`config.mk`:
```
export PLATFORM = sky130hd
export DESIGN_NAME = fifo_axis_packetizer
export DESIGN_NICKNAME = d
export VERILOG_FILES = /design/src/rtl/fifo_axis_packetizer.sv
export SDC_FILE = /design/constraint.sdc
export NUM_CORES = 1
export LEC_CHECK = 0
export CAP_MARGIN = 20
export CORE_UTILIZATION = 45
export DETAILED_ROUTE_END_ITERATION = 12
export GPL_ROUTABILITY_DRIVEN = 0
export PLACE_DENSITY = 0.76
export SETUP_SLACK_MARGIN = 0.2
export SLEW_MARGIN = 20
export SYNTH_ARGS = -nofsm -noshare
export SYNTH_HDL_FRONTEND = slang
export SYNTH_SLANG_ARGS = --single-unit
export TNS_END_PERCENT = 1
```
`constraint.sdc`:
```
create_clock -name clk -period 2.1 [get_ports clk]
set_clock_uncertainty 0.05 [all_clocks]
set_input_delay 0.525 -clock clk [delete_from_list [all_inputs] [get_ports clk]]
set_output_delay 0.525 -clock clk [all_outputs]
set_load 0.02 [all_outputs]
```
`src/rtl/fifo_axis_packetizer.sv`:
```
// Drains a first-word-fall-through FIFO read port into an AXI-Stream master.
// One word is held back so tlast lands on the true last word of a packet.
// A packet closes at MAX_PKT words, after TIMEOUT idle cycles, or on flush.
module fifo_axis_packetizer #(
  parameter int unsigned DWIDTH  = 32,
  parameter int unsigned MAX_PKT = 64,
  parameter int unsigned TIMEOUT = 256
) (
  input  logic              clk,
  input  logic              rst,
  input  logic [DWIDTH-1:0] fifo_rd_data,
  input  logic              fifo_rd_empty,
  output logic              fifo_rd_en,
  input  logic              flush,
  output logic [DWIDTH-1:0] m_axis_tdata,
  output logic              m_axis_tvalid,
  output logic              m_axis_tlast,
  input  logic              m_axis_tready
);

  localparam int unsigned BEAT_W = (MAX_PKT > 1) ? $clog2(MAX_PKT) : 1;
  localparam int unsigned IDLE_W = $clog2(TIMEOUT + 1);
  localparam logic [BEAT_W-1:0] LAST_BEAT = BEAT_W'(MAX_PKT - 1);
  localparam logic [IDLE_W-1:0] IDLE_MAX  = IDLE_W'(TIMEOUT);

  logic              hold_valid;
  logic [DWIDTH-1:0] hold_data;
  logic [BEAT_W-1:0] beat_cnt;
  logic [IDLE_W-1:0] idle_cnt;
  logic              flush_pend;

  logic out_free;
  logic last_beat;
  logic timed_out;
  logic do_release;
  logic close_pkt;
  logic pop;

  // Release/pop decisions; pop is also the combinational FIFO read strobe.
  always_comb begin
    out_free   = ~m_axis_tvalid | m_axis_tready;
    last_beat  = (beat_cnt == LAST_BEAT);
    timed_out  = (idle_cnt == IDLE_MAX);
    close_pkt  = last_beat | fifo_rd_empty | flush_pend | flush;
    do_release = hold_valid & out_free &
                 (~fifo_rd_empty | last_beat | timed_out | flush_pend | flush);
    pop        = ~rst & ~fifo_rd_empty & (~hold_valid | do_release);
    fifo_rd_en = pop;
  end

  // Output register and per-packet beat counter.
  always_ff @(posedge clk) begin
    if (rst) begin
      m_axis_tdata  <= '0;
      m_axis_tvalid <= 1'b0;
      m_axis_tlast  <= 1'b0;
      beat_cnt      <= '0;
    end else if (do_release) begin
      m_axis_tdata  <= hold_data;
      m_axis_tvalid <= 1'b1;
      m_axis_tlast  <= close_pkt;
      beat_cnt      <= close_pkt ? '0 : beat_cnt + BEAT_W'(1);
    end else if (m_axis_tready) begin
      m_axis_tvalid <= 1'b0;
    end
  end

  // Hold register, idle timer and sticky flush request.
  always_ff @(posedge clk) begin
    if (rst) begin
      hold_valid <= 1'b0;
      hold_data  <= '0;
      idle_cnt   <= '0;
      flush_pend <= 1'b0;
    end else begin
      if (pop) begin
        hold_data  <= fifo_rd_data;
        hold_valid <= 1'b1;
      end else if (do_release) begin
        hold_valid <= 1'b0;
      end

      if (~hold_valid | pop | do_release) begin
        idle_cnt <= '0;
      end else if (fifo_rd_empty && !timed_out) begin
        idle_cnt <= idle_cnt + IDLE_W'(1);
      end

      if (do_release) begin
        flush_pend <= 1'b0;
      end else if (hold_valid && flush) begin
        flush_pend <= 1'b1;
      end
    end
  end

endmodule

```
After elaboration in Yosys (flattened, before gate mapping)
Cells that the tools add are included.
Widths: inputs -> output; s select.
{"block": "op_classes", "n_addsub": 2, "n_eq_ne": 2, "mux": 5, "bitwise_logic": 19, "reduce_logical": 7}
{"operator": "$or 1x1->1", "n": 11}
{"operator": "$add 9x1->9 const B", "n": 1}
{"operator": "$eq 9x9->1 const B", "n": 1}
{"operator": "$add 6x1->6 const B", "n": 1}
{"operator": "$eq 6x6->1 const B", "n": 1}
{"operator": "$mux 6", "n": 1}
{"operator": "$and 1x1->1", "n": 4}
{"operator": "$mux 1", "n": 4}
{"operator": "$not 1->1", "n": 4}
{"operator": "$reduce_bool 2->1", "n": 2}
{"operator": "$reduce_or 2->1", "n": 2}
{"operator": "$logic_and 1x1->1", "n": 2}
{"operator": "$logic_not 1->1", "n": 1}
{"block": "word_totals", "register_bits": 83, "inputBits": 37, "output_inout_bits": 35, "elab_cells": 43}

Longest topological paths before layout
Gate-level depths: netlist of the first run.
{"block": "logic_depth", "ltp_word": 11, "ltp_mapped": 8}

Least setup slack after synthesis of the first run
Ideal clock, no wire load.
{"block": "synth_path", "path_type": "in2out", "startpoint": "input fifo_rd_empty", "endpoint": "output fifo_rd_en", "arrival_ns": 1.589, "required_time_ns": 1.525, "slack_ns": -0.064, "path_stages": 4, "path_cell_list": "clkbuf_1 -> a211oi_1 -> clkbuf_1 -> clkbuf_1"}
{"block": "synth_via", "elab_chain_len": 8, "elab_cells_between_ends": 9, "classes_between": "bitwise (9)"}
{"item": "start, declared", "line_no": "12", "text": "input logic fifo_rd_empty,"}
{"item": "$not 1->1 *", "line_no": "46, 47"}
{"item": "$or 1x1->1 (4 in a row)", "line_no": "46", "text": "(~fifo_rd_empty | last_beat | timed_out | flush_pend | flush);"}
{"item": "$and 1x1->1", "line_no": "45", "text": "do_release = hold_valid & out_free &"}
{"item": "$or 1x1->1", "line_no": "47", "text": "pop = ~rst & ~fifo_rd_empty & (~hold_valid | do_release);"}
{"item": "$and 1x1->1 *", "line_no": "47"}
{"item": "end, declared", "line_no": "13", "text": "output logic fifo_rd_en,"}
Every way passes the cells marked *; elsewhere a longest branch is shown, timed or not.

Worst setup path after layout of the first run
Same ends and word-level chain as after synthesis.

==> results of run 1 <==
-- worst max-delay path by stage --
stage | slack, ps | from | endpoint | cells past startpoint
after CTS | 80 | idle_cnt[0] | beat_cnt[5] | 6
final | 70 | fifo_rd_empty | fifo_rd_en | 3
after global routing | 40 | idle_cnt[0] | beat_cnt[5] | 6
after detailed placement | -540 | m_axis_tready | fifo_rd_en | 4
after global placement | -550 | m_axis_tready | fifo_rd_en | 4
after floorplan | 160 | idle_cnt[0] | beat_cnt[5] | 6
-- per-layer routing --
metal / routed length (microns) / share of wire (%) / global-route usage, % / vias up
met5: 0 / 0 / 0 / -
met3: 429 / 6.3 / 5.97 / 7
met4: 88 / 1.3 / 8.65 / 0
met2: 3100 / 45 / 30.8 / 62
li1: - / - / - / 1348
met1: 3220 / 47 / 21.7 / 1205
-- cell families (layout without fill, tap and decap cells) --
| group | count (synthesis) | count (layout) |
|---|---|---|
| adder cells (fa/ha/maj) | 3 | 3 |
| AO/OA/AOI/OAI | 57 | 57 |
| XOR/XNOR | 8 | 8 |
| multiplexers | 34 | 34 |
| buffers and inverters | 25 | 110 |
| AND/OR/NAND/NOR | 140 | 140 |
| flip-flops | 83 | 83 |
-- state kept, by name, indices dropped and copies added (netlist names) --
name	flops
beat_cnt	6
m_axis_tdata	32
hold_data	32
m_axis_tvalid	1
m_axis_tlast	1
flush_pend	1
hold_valid	1
idle_cnt	9
-- power by group through the flow --
stage / registers, W / clock network (W) / logic, W
3_5_place_dp: 0.00171 / 0 / 0.000380
4_1_cts: 0.00167 / 0.00108 / 0.000384
3_3_place_gp: 0.00170 / 0 / 0.000376
6_report: 0.00167 / 0.00105 / 0.000381
5_1_grt: 0.00168 / 0.00114 / 0.000415
2_1_floorplan: 0.00173 / 0 / 0.000187
-- stage by stage --
step | utilization, % | hold WS, ps | setup TNS (ps)
finish | 61.7 | 428 | 0
global route | 61.7 | 450 | 0
CTS | 61.5 | 430 | 0
detailed placement | 58.5 | 413 | -9700
global placement | 58.5 | 399 | -8340
floorplan | - | 403 | 0
-- layout make-up --
type | instances | area, sq um | share of cell area (%)
clock inverter | 6 | 48.8 | 1.09
clock buffer | 10 | 138 | 3.08
inverter | 4 | 15.0 | 0.336
sequential | 83 | 1660 | 37.2
timing repair buffer | 90 | 873 | 19.5
multi-input combinational | 242 | 1610 | 36.0
tap | 99 | 124 | 2.77
-- worst reg2reg max path, cell delays in order, from the launching register on --
cell	delay (ps)
dfxtp_2	330
inv_1	50
ha_1	130
or4b_4	470
o21a_4	230
and3_1	140
or4b_1	460
-- timing repair --
item,CTS,global route
setup buffers,3,0
pin swaps,2,2
setup endpoints to repair,78,110
resized for setup,11,3
hold buffers,0,0
-- Yosys cell counts, drive strengths merged, types with 5 or more instances --
master	number
nand2	38
nor3	12
dfxtp	83
o21ai	35
nand2b	69
clkbuf	16
buf	5
mux2i	34
a21oi	6
==> results.toml, run 1 <==
[synthesis]
synth_xor_xnor_area_share_pct = 2.07
synth_cell_type_count = 41
ys_ff_latch = 83
ys.warnings.count = 0
synth_fa_ha_area_share_pct = 1.11
synth-simple-area-share_pct = 23.1
synth_compound_area_share_pct = 10.4
synth_top_family_by_area = "simple AND/OR/NAND/NOR gates"
ys_seq_area_share_pct = 49.2
synth_area_sq_mm = 0.00338
synth_top_area_share_pct = 49.2
synth_top_area_cell = "dfxtp_1"
synth_fp_nets = 390
synthArstFlopShare_pct = 0
synth.area.top_cells = "dfxtp_1 (49%), nand2b_1 (13%), mux2i_1 (10%)"
netlist_instances = 350
avgSynthCellArea_sq_um = 9.65
synth_ff_type = "dfxtp_1"
synth-edff-count = 0
synth_mux_area_share_pct = 10.1

[critical_path]
path_class = "primary input to primary output"
worst_ep_arrival_time_ps = 1450
rr_endpoint = "beat_cnt[5]"
endpoint_kind = "primary output"
slowest_stage = "clkdlybuf4s50_1"
cp_top_family = "buffers and inverters"
required_ps = 1520
rr_worst_depth = 6
critPathMaxStageDelay_ps = 490
critPathLaunchType = "primary input"
r2r-start = "idle_cnt[0]"
crit_buf_inv = 2
reg2reg_slack_ps = 100
cp_max_fo = 2
crit_chain = "clkdlybuf4s50_1 > a211oi_4 > buf_6"

[final_layout]
fin_area_sq_mm = 0.00447
diodes = 0
instances_no_fill = 534
final_cell_mix = "dfxtp_1 (81), nand2b_1 (69), clkdlybuf4s50_1 (68), nand2_1 (38), mux2i_1 (34)"
area.growth.synth_to_final_pct = 32.4
layout_commonest_cell = "dfxtp_1"
fill_cells = 621
nNetsFinal = 470
final_layout_size_suffix_gt1_share_pct = 11.5

[placed_design]
dp_slack_ps = -541
dp_cells = 515
dpl-instance-area_sq_mm = 0.00424
hpwlAfterDp_mm = 4.49
io_buffers = 71

[drt]
drc = 0
viasPerCell = 4.91
dr_total_vias = 2622
wl_per_cell_microns = 12.8
ant_nets = 0
drt_iter0_markers = 73
wl_mm = 6.84
dr.pass1.iters = 4

[grt]
grtUsageTotal_pct = 18.5
antenna_found_initial = 0
grt_pass1_vias = 2557
grt_max_degree = 79
overflow = 0
grt_pass1_wl_mm = 11.2

[clocking]
clk_latency_ps = 340
clkTransAtPathRegs_ps = 90
cts_sinks = 83
cts-root-buf = "clkbuf_8"
cts_buffers = 9
cts_htree_levels = 3
cts_tree = "built"
ctsLongestPathBuffers = 2

[pwr]
p_comb_share_pct = 12.3
switching_share_pct = 25.4
p_int_w = 0.00232
vdd_drop_max_uv = 397
power.switching_w = 0.000789
power.density_mw_per_mm2 = 694
total_power_w = 0.00310
total_leakage_power_nw = 1.71
pwr-share-clk_pct = 34.0
p_seq_share_pct = 53.7

[sta]
finalSetupViolCount = 0
grt_setup_unrepaired = "yes"
finalHoldViolCount = 0
worstMarginPinSlew_ps = 571
fmax_ghz = 0.493
setup_slack_ps = 72.6
final_max_slew_viol_count = 0
period_needed_ps = 2030
slew_headroom_pct = 61.9
finalCritPeriodShare_pct = 96.5

[hold_path]
holdCritStartpoint = "hold_data[1]"
hold_depth = 2
worst_hold_path_type = "flop to flop"
worstHoldEndpoint = "m_axis_tdata[1]"

[floorplan]
die_w_microns = 88.6
num_rows = 31
die_area_sq_mm = 0.00786
io_pins = 72
die_y_microns = 88.6
core_sq_mm = 0.00725
start_util_pct = 46.6

[status]
status = "complete, no violations"

[job]
maxCapViolCount = 0
Note: power is estimated with default switching activity, not from simulation.
==> run 2, diff against run 1 <==
CORE_MARGIN = 2   (was unset)
==> run 2 against run 1 <==
  * Final cell count rose by 0.37%
  * First-iteration DRC count is 100% higher
  * Sequential share of layout area shrank 0.18 points
  * Via count grew 1.7%
  * Maximum frequency up 2.6%
  * Worst setup slack gained 51 ps
  * Largest power group unchanged
==> results.toml, run 2 (synthesis results as in run 1) <==
[status]
status = "complete, no violations"

[job]
maxCapViolCount = 0

[sta]
finalCritPeriodShare_pct = 94.1
finalSetupViolCount = 0
period_needed_ps = 1980
grt_setup_unrepaired = "yes"
worstMarginPinSlew_ps = 576
setup_tns_ps = 0
finalHoldViolCount = 0
slew_headroom_pct = 61.6
fmax_ghz = 0.506
final_max_slew_viol_count = 0

[grt]
antenna_found_initial = 0
grt_max_degree = 79
grtUsageTotal_pct = 17.6
grt_pass1_vias = 2594
grt_pass1_wl_mm = 11.8
overflow = 0

[final_layout]
multiInputGateArea_sq_mm = 0.00161
reg_top3 = "hold_data: 32 flops, m_axis_tdata: 32 flops, idle_cnt: 9 flops"
final_layout_size_suffix_gt1_share_pct = 11.2
final_cell_mix = "dfxtp_1 (81), nand2b_1 (69), clkdlybuf4s50_1 (67), nand2_1 (38), mux2i_1 (34)"
diodes = 0
fill_cells = 614
seqCellArea_sq_mm = 0.00166
area.growth.synth_to_final_pct = 33.0
fin_area_sq_mm = 0.00449
layout_commonest_cell = "dfxtp_1"
nNetsFinal = 472

[clocking]
clkTransAtPathRegs_ps = 80
cts_sinks = 83
cts_tree = "built"
clk_latency_ps = 330
hold_buffers = 0
cts_htree_levels = 3
ctsLongestPathBuffers = 2
cts_buffers = 9
cts-root-buf = "clkbuf_8"

[critical_path]
required_ps = 2270
path_class = "flop to flop"
worst_ep_arrival_time_ps = 2140
critPathLaunchType = "flop"
endpoint_kind = "flop"
cp_max_fo = 5

[drt]
wl_mm = 7.00
dr.pass1.iters = 4
viasPerCell = 4.98
wl_per_cell_microns = 13.1
drc = 0
dr_total_vias = 2667
drt_iter0_markers = 148
ant_nets = 0

[pwr]
total_power_w = 0.00316
power.density_mw_per_mm2 = 704
vdd_drop_max_uv = 394
total_leakage_power_nw = 1.74

[placed_design]
hpwlAfterDp_mm = 4.74
io_buffers = 71
dpl-instance-area_sq_mm = 0.00425

[floorplan]
io_pins = 72
die_y_microns = 90.6
die_w_microns = 90.6
die_area_sq_mm = 0.00822
start_util_pct = 46.6
core_sq_mm = 0.00725
num_rows = 31

[hold_path]
worst_hold_path_type = "flop to flop"
==> run 2: path summary, 6_finish.rpt <==
kind	end	startpoint	slack, ps	cells after the start
hold / removal	m_axis_tdata[16]	hold_data[16]	420	2
setup reg to reg	beat_cnt[5]	idle_cnt[0]	120	6
hold reg to reg	m_axis_tdata[16]	hold_data[16]	420	2
setup / recovery	beat_cnt[5]	idle_cnt[0]	120	6
==> run 2: cell type report <==
class	instances	area share (%)
clock buffers	10	2.84
clock inverters	6	1.45
inverters	4	0.334
multi-input cells	242	35.8
flip-flops and latches	83	37.0
well taps	99	2.76
repair buffers	92	19.7
==> run 2: worst max-delay path, cell delays in order (launching register included) <==
cell,delay (ps)
dfxtp_2,330
inv_1,50
ha_1,140
or4b_4,470
o21a_4,230
and3_1,140
or4b_1,450
==> run 2: per-stage QoR <==
step | util (%) | hold WS [ps] | instances | worst slack [ps]
after detailed placement | 58.6 | 415 | 516 | -620
after global placement | 58.6 | 408 | 516 | -612
after floorplan | - | 403 | 350 | 164
after global routing | 61.9 | 441 | 536 | 40.8
final | 61.9 | 420 | 536 | 124
after CTS | 61.8 | 420 | 536 | 87.9
==> run 2: layer usage <==
layer / vias to the layer above / wire (microns) / global-route usage (%)
li1: 1349 / - / -
met4: 0 / 76 / 5.38
met5: - / 0 / 0
met3: 8 / 397 / 4.42
met2: 63 / 3240 / 28.2
met1: 1247 / 3290 / 23.3
==> run 2: where the power goes <==
group / switching (W) / internal, W
Sequential: 0.0000260 / 0.00164
Clock: 0.000556 / 0.000552
Combinational: 0.000180 / 0.000206
Total: 0.000762 / 0.00240
==> run 2: repair_timing <==
action | 4_1_cts | 5_1_grt
pin swaps | 4 | 2
setup endpoints to repair | 75 | 102
buffers inserted | 4 | 0
gates resized for setup | 11 | 2
endpoints found under the hold margin | 0 | 0
==> run 3, diff against run 2 <==
--- a/config.mk
+++ b/config.mk
@@ -11,5 +11,5 @@
 export DETAILED_ROUTE_END_ITERATION = 12
 export GPL_ROUTABILITY_DRIVEN = 0
-export PLACE_DENSITY = 0.76
+export PLACE_DENSITY = 0.85
 export SETUP_SLACK_MARGIN = 0.2
 export SLEW_MARGIN = 20
==> constraint.sdc (replaced) <==
create_clock -name clk -period 2.1 [get_ports clk]
set_clock_uncertainty 0.05 [all_clocks]
set_input_delay 0.42 -clock clk [delete_from_list [all_inputs] [get_ports clk]]
set_output_delay 0.42 -clock clk [all_outputs]
set_load 0.02 [all_outputs]
==> run 3 against run 2 <==
  * Combinational power down 4%
  * First-iteration DRC count decreased by 4.1%
  * Maximum frequency decreased by 0.39%
  * Via count fell by 0.79%
  * Register-to-register slack barely moved
  * Die area unchanged
  * Worst hold slack better by 2.2 ps
  * Flip-flop and latch count unchanged
  * Worst setup slack worse by 7.7 ps
  * Non-clock buffer count fell by 7
  * Wire length barely moved
  * Critical path type unchanged
==> results.toml, run 3 (synthesis results as in run 1) <==
[drt]
drc = 0
wl_per_cell_microns = 13.2
dr.pass1.iters = 4
ant_nets = 0
wl_mm = 7.00
viasPerCell = 5.00
dr_total_vias = 2646
drt_iter0_markers = 142

[final_layout]
fill_cells = 636
final_cell_mix = "dfxtp_1 (81), nand2b_1 (69), clkdlybuf4s50_1 (69), nand2_1 (38), mux2i_1 (34)"
nNetsFinal = 465
multiInputGateArea_sq_mm = 0.00160
seqCellArea_sq_mm = 0.00167
instances_no_fill = 529
diodes = 0
reg_top3 = "hold_data: 32 flops, m_axis_tdata: 32 flops, idle_cnt: 9 flops"
layout_commonest_cell = "dfxtp_1"
final_layout_size_suffix_gt1_share_pct = 9.77
area.growth.synth_to_final_pct = 31.1

[sta]
fin_hold_ws_ps = 423
setup_tns_ps = 0
finalCritPeriodShare_pct = 94.5
worstMarginPinSlew_ps = 579
grt_setup_unrepaired = "yes"
slew_headroom_pct = 61.4
period_needed_ps = 1980
fmax_ghz = 0.504
finalHoldViolCount = 0
finalSetupViolCount = 0
final_max_slew_viol_count = 0
setup_slack_ps = 116

[pwr]
power.density_mw_per_mm2 = 721
vdd_drop_max_uv = 437
total_power_w = 0.00320
total_leakage_power_nw = 1.70

[clocking]
ctsLongestPathBuffers = 2
clk_latency_ps = 350
hold_buffers = 0
cts_htree_levels = 3
clkTransAtPathRegs_ps = 90
cts-root-buf = "clkbuf_8"
cts_sinks = 83
cts_buffers = 9
cts_tree = "built"

[grt]
grtUsageTotal_pct = 17.3
grt_pass1_vias = 2524
overflow = 0
antenna_found_initial = 0
grt_pass1_wl_mm = 11.6
grt_max_degree = 79

[critical_path]
cp_max_fo = 4
endpoint_kind = "flop"
worst_ep_arrival_time_ps = 2160
critPathLaunchType = "flop"
path_class = "flop to flop"
required_ps = 2270

[job]
maxCapViolCount = 0

[placed_design]
dp_slack_ps = -346
io_buffers = 71
hpwlAfterDp_mm = 4.63
dp_cells = 510

[status]
status = "complete, no violations"

[floorplan]
die_w_microns = 90.6
start_util_pct = 46.6
io_pins = 72
die_y_microns = 90.6
die_area_sq_mm = 0.00822
core_sq_mm = 0.00725
num_rows = 31

[hold_path]
worst_hold_path_type = "flop to flop"
## run 3: final timing paths
check                             startpoint      endpoint  slack (ps)  cells past startpoint
worst max register to register   idle_cnt[1]   beat_cnt[5]         120                      6
worst max-delay path             idle_cnt[1]   beat_cnt[5]         120                      6
worst min register to register  m_axis_tlast  m_axis_tlast         420                      1
worst min-delay path            m_axis_tlast  m_axis_tlast         420                      1
## run 3: report_power, final
| group | internal, W | total [W] | switching (W) |
|---|---|---|---|
| sequential | 0.00164 | 0.00167 | 0.0000283 |
| clock | 0.000587 | 0.00116 | 0.000570 |
| combinational | 0.000195 | 0.000370 | 0.000176 |
## run 3: what timing repair did
action / 4_1_cts / 5_1_grt
setup endpoints to repair: 39 / 82
pin swaps: 2 / 1
gates resized for setup: 8 / 2
gates cloned: 0 / 0
buffers inserted: 2 / 1
## run 3: layer usage
layer	wire [microns]	share of wire (%)	track usage (%)	vias up
met2	3210	46	27.7	63
met4	132	1.9	6.92	0
met5	0	0	0	-
li1	-	-	-	1333
met3	316	4.5	4.09	13
met1	3340	48	22.4	1237
## run 3: layout make-up
cell class / count / area share, %
clock buffer: 11 / 3.19
clock inverter: 5 / 1.36
inverter: 4 / 0.339
multi-input combinational: 242 / 36.2
sequential: 83 / 37.6
tap: 99 / 2.80
timing repair buffer: 85 / 18.5
## run 3: metrics by stage
stage          cell area (sq um)  utilization (%)
2_1_floorplan               3380                -
3_3_place_gp                4190             57.8
3_5_place_dp                4190             57.8
4_1_cts                     4420             60.9
5_1_grt                     4430             61.1
6_report                    4430             61.1
## run 3: worst max-delay path, cell delays in order, from the launching register on
cell	delay (ps)
dfxtp_2	350
inv_1	60
ha_1	120
or4b_4	460
o21a_4	220
and3_1	140
or4b_1	450
==> patch: new RTL, settings of run 1 <==
`TIMEOUT`: 256 -> 128.
--- a/src/rtl/fifo_axis_packetizer.sv
+++ b/src/rtl/fifo_axis_packetizer.sv
@@ -4,7 +4,7 @@
 module fifo_axis_packetizer #(
   parameter int unsigned DWIDTH  = 32,
   parameter int unsigned MAX_PKT = 64,
-  parameter int unsigned TIMEOUT = 256
+  parameter int unsigned TIMEOUT = 128
 ) (
   input  logic              clk,
   input  logic              rst,
Function: same outputs for any inputs over 4 cycles, from zero or initial values and one cycle with rst high; that may be too few to reach the edited logic, so the function may still have changed.
==> patch against run 1 <==
Non-clock buffer count is 1 lower; final area grew 1.7%; sequential cell count shrank 1; worst setup slack lost 0.041 ns; count of clock-buffer cells in the layout down 1; register-to-register slack got worse by 0.07 ns; total power grew 4.0%; area after synthesis decreased by 2.4%; routed wire length up 0.82%.
==> patch: results (changes against run 1) <==
drt via density=4.924 (+0.28%); multiplexer area fraction after synthesis=10.32% (+0.24 points); R2R depth=6 (unchanged); cell area after placement=0.004180 mm² (-1.5%); commonest cells in the synthesized netlist=sky130_fd_sc_hd__dfxtp_1 (82), sky130_fd_sc_hd__nand2b_1 (70), sky130_fd_sc_hd__nand2_1 (38); leading post-synthesis cells by cell area=sky130_fd_sc_hd__dfxtp_1 (50%), sky130_fd_sc_hd__nand2b_1 (13%), sky130_fd_sc_hd__mux2i_1 (10%); worst slew margin relative to its limit=60.82% (-1.1 points); share of cells above drive strength 1=12.38% (+0.89 points); Overall Global Routing Usage=19.17% (+0.64 points); CP max FO=5 (+3); first-pass GRT wire length=11.20 mm (+0.18%); adder-cell share of the synthesized area=1.138% (+0.027 points); Worst path max stage delay=0.46 ns (-0.03 ns); post-layout utilization of the core=65.50% (+3.8 points); number of cells on the worst hold path=1 (-1); detailed placer's ending HPWL=4.482 mm (-0.26%); grt met1 use=22.04% (+0.35 points); layout net count=463 (-1.5%); arrival time at the worst endpoint=2.26 ns (+0.81 ns); maximum vdd ir drop=0.4444 mV (+12%); Initial DRC Count=123 (+68%); result of the run=finished, final reports clean; post-synthesis share of cell area spent on xor and xnor gates=1.859% (-0.22 points); via count of the first global-routing pass=2516 (-1.6%); Total Routed Length=6.895 mm (+0.82%); fill count=585 (-5.8%); sequential cell area fraction in the yosys report=49.77% (+0.59 points); Critical Path Slowest Stage Cell=sky130_fd_sc_hd__or4b_4; worst skew pair latency=0.36 ns (+0.02 ns); count of unique library cells instantiated by Yosys=38 (-7.3%); global routing usage on met2=32.46% (+1.6 points); net count after synthesis=384 (-1.5%)
## patch: area by class of cell
type	count	share of cell area [%]
Clock buffer	9	2.724
Tap cell	96	2.641
Clock inverter	7	1.871
Multi-Input combinational cell	238	35.41
Sequential cell	82	36.15
Timing Repair Buffer	89	20.96
Inverter	3	0.2476
## patch: path summary, 6_finish.rpt
kind,start,end,slack [ns]
worst min-delay path,m_axis_tlast,m_axis_tlast,0.42
worst min register to register,m_axis_tlast,m_axis_tlast,0.42
worst max-delay path,idle_cnt[0],beat_cnt[5],0.03
worst max register to register,idle_cnt[0],beat_cnt[5],0.03
## patch: per-layer routing
metal	wire length (µm)	up-vias	part of all wire (%)
met4	59	0	0.86
met1	3177	1205	46
li1	-	1319	-
met2	3366	49	49
met5	0	-	0
met3	292	7	4.2
## patch: cell families after synthesis
logic type               count (synthesis)
AND/OR/NAND/NOR                        138
flip-flops                              82
AO/OA/AOI/OAI                           56
multiplexers                            34
buffers and inverters                   24
XOR/XNOR                                 7
adder cells (fa/ha/maj)                  3
## patch: through the flow
step                setup TNS, ns  instances  setup WS [ns]
finish                          0        524        0.03160
global placement           -12.62        508        -0.5337
floorplan                       0        344        0.07833
detailed placement         -13.69        508        -0.5306
global route             -0.05889        524       -0.05889
CTS                             0        524        0.04779
## patch: power breakdown
group / total [µW] / switching, µW / internal, µW
Combinational: 379 / 182 / 197
Clock: 1200 / 626 / 574
Sequential: 1650 / 25.2 / 1620
Total: 3230 / 833 / 2390
## patch: repair_timing
action / in CTS / in global routing
resized for setup: 9 / 49
pin swaps: 1 / 9
endpoints found under the setup margin: 104 / 104
buffers inserted: 0 / 0
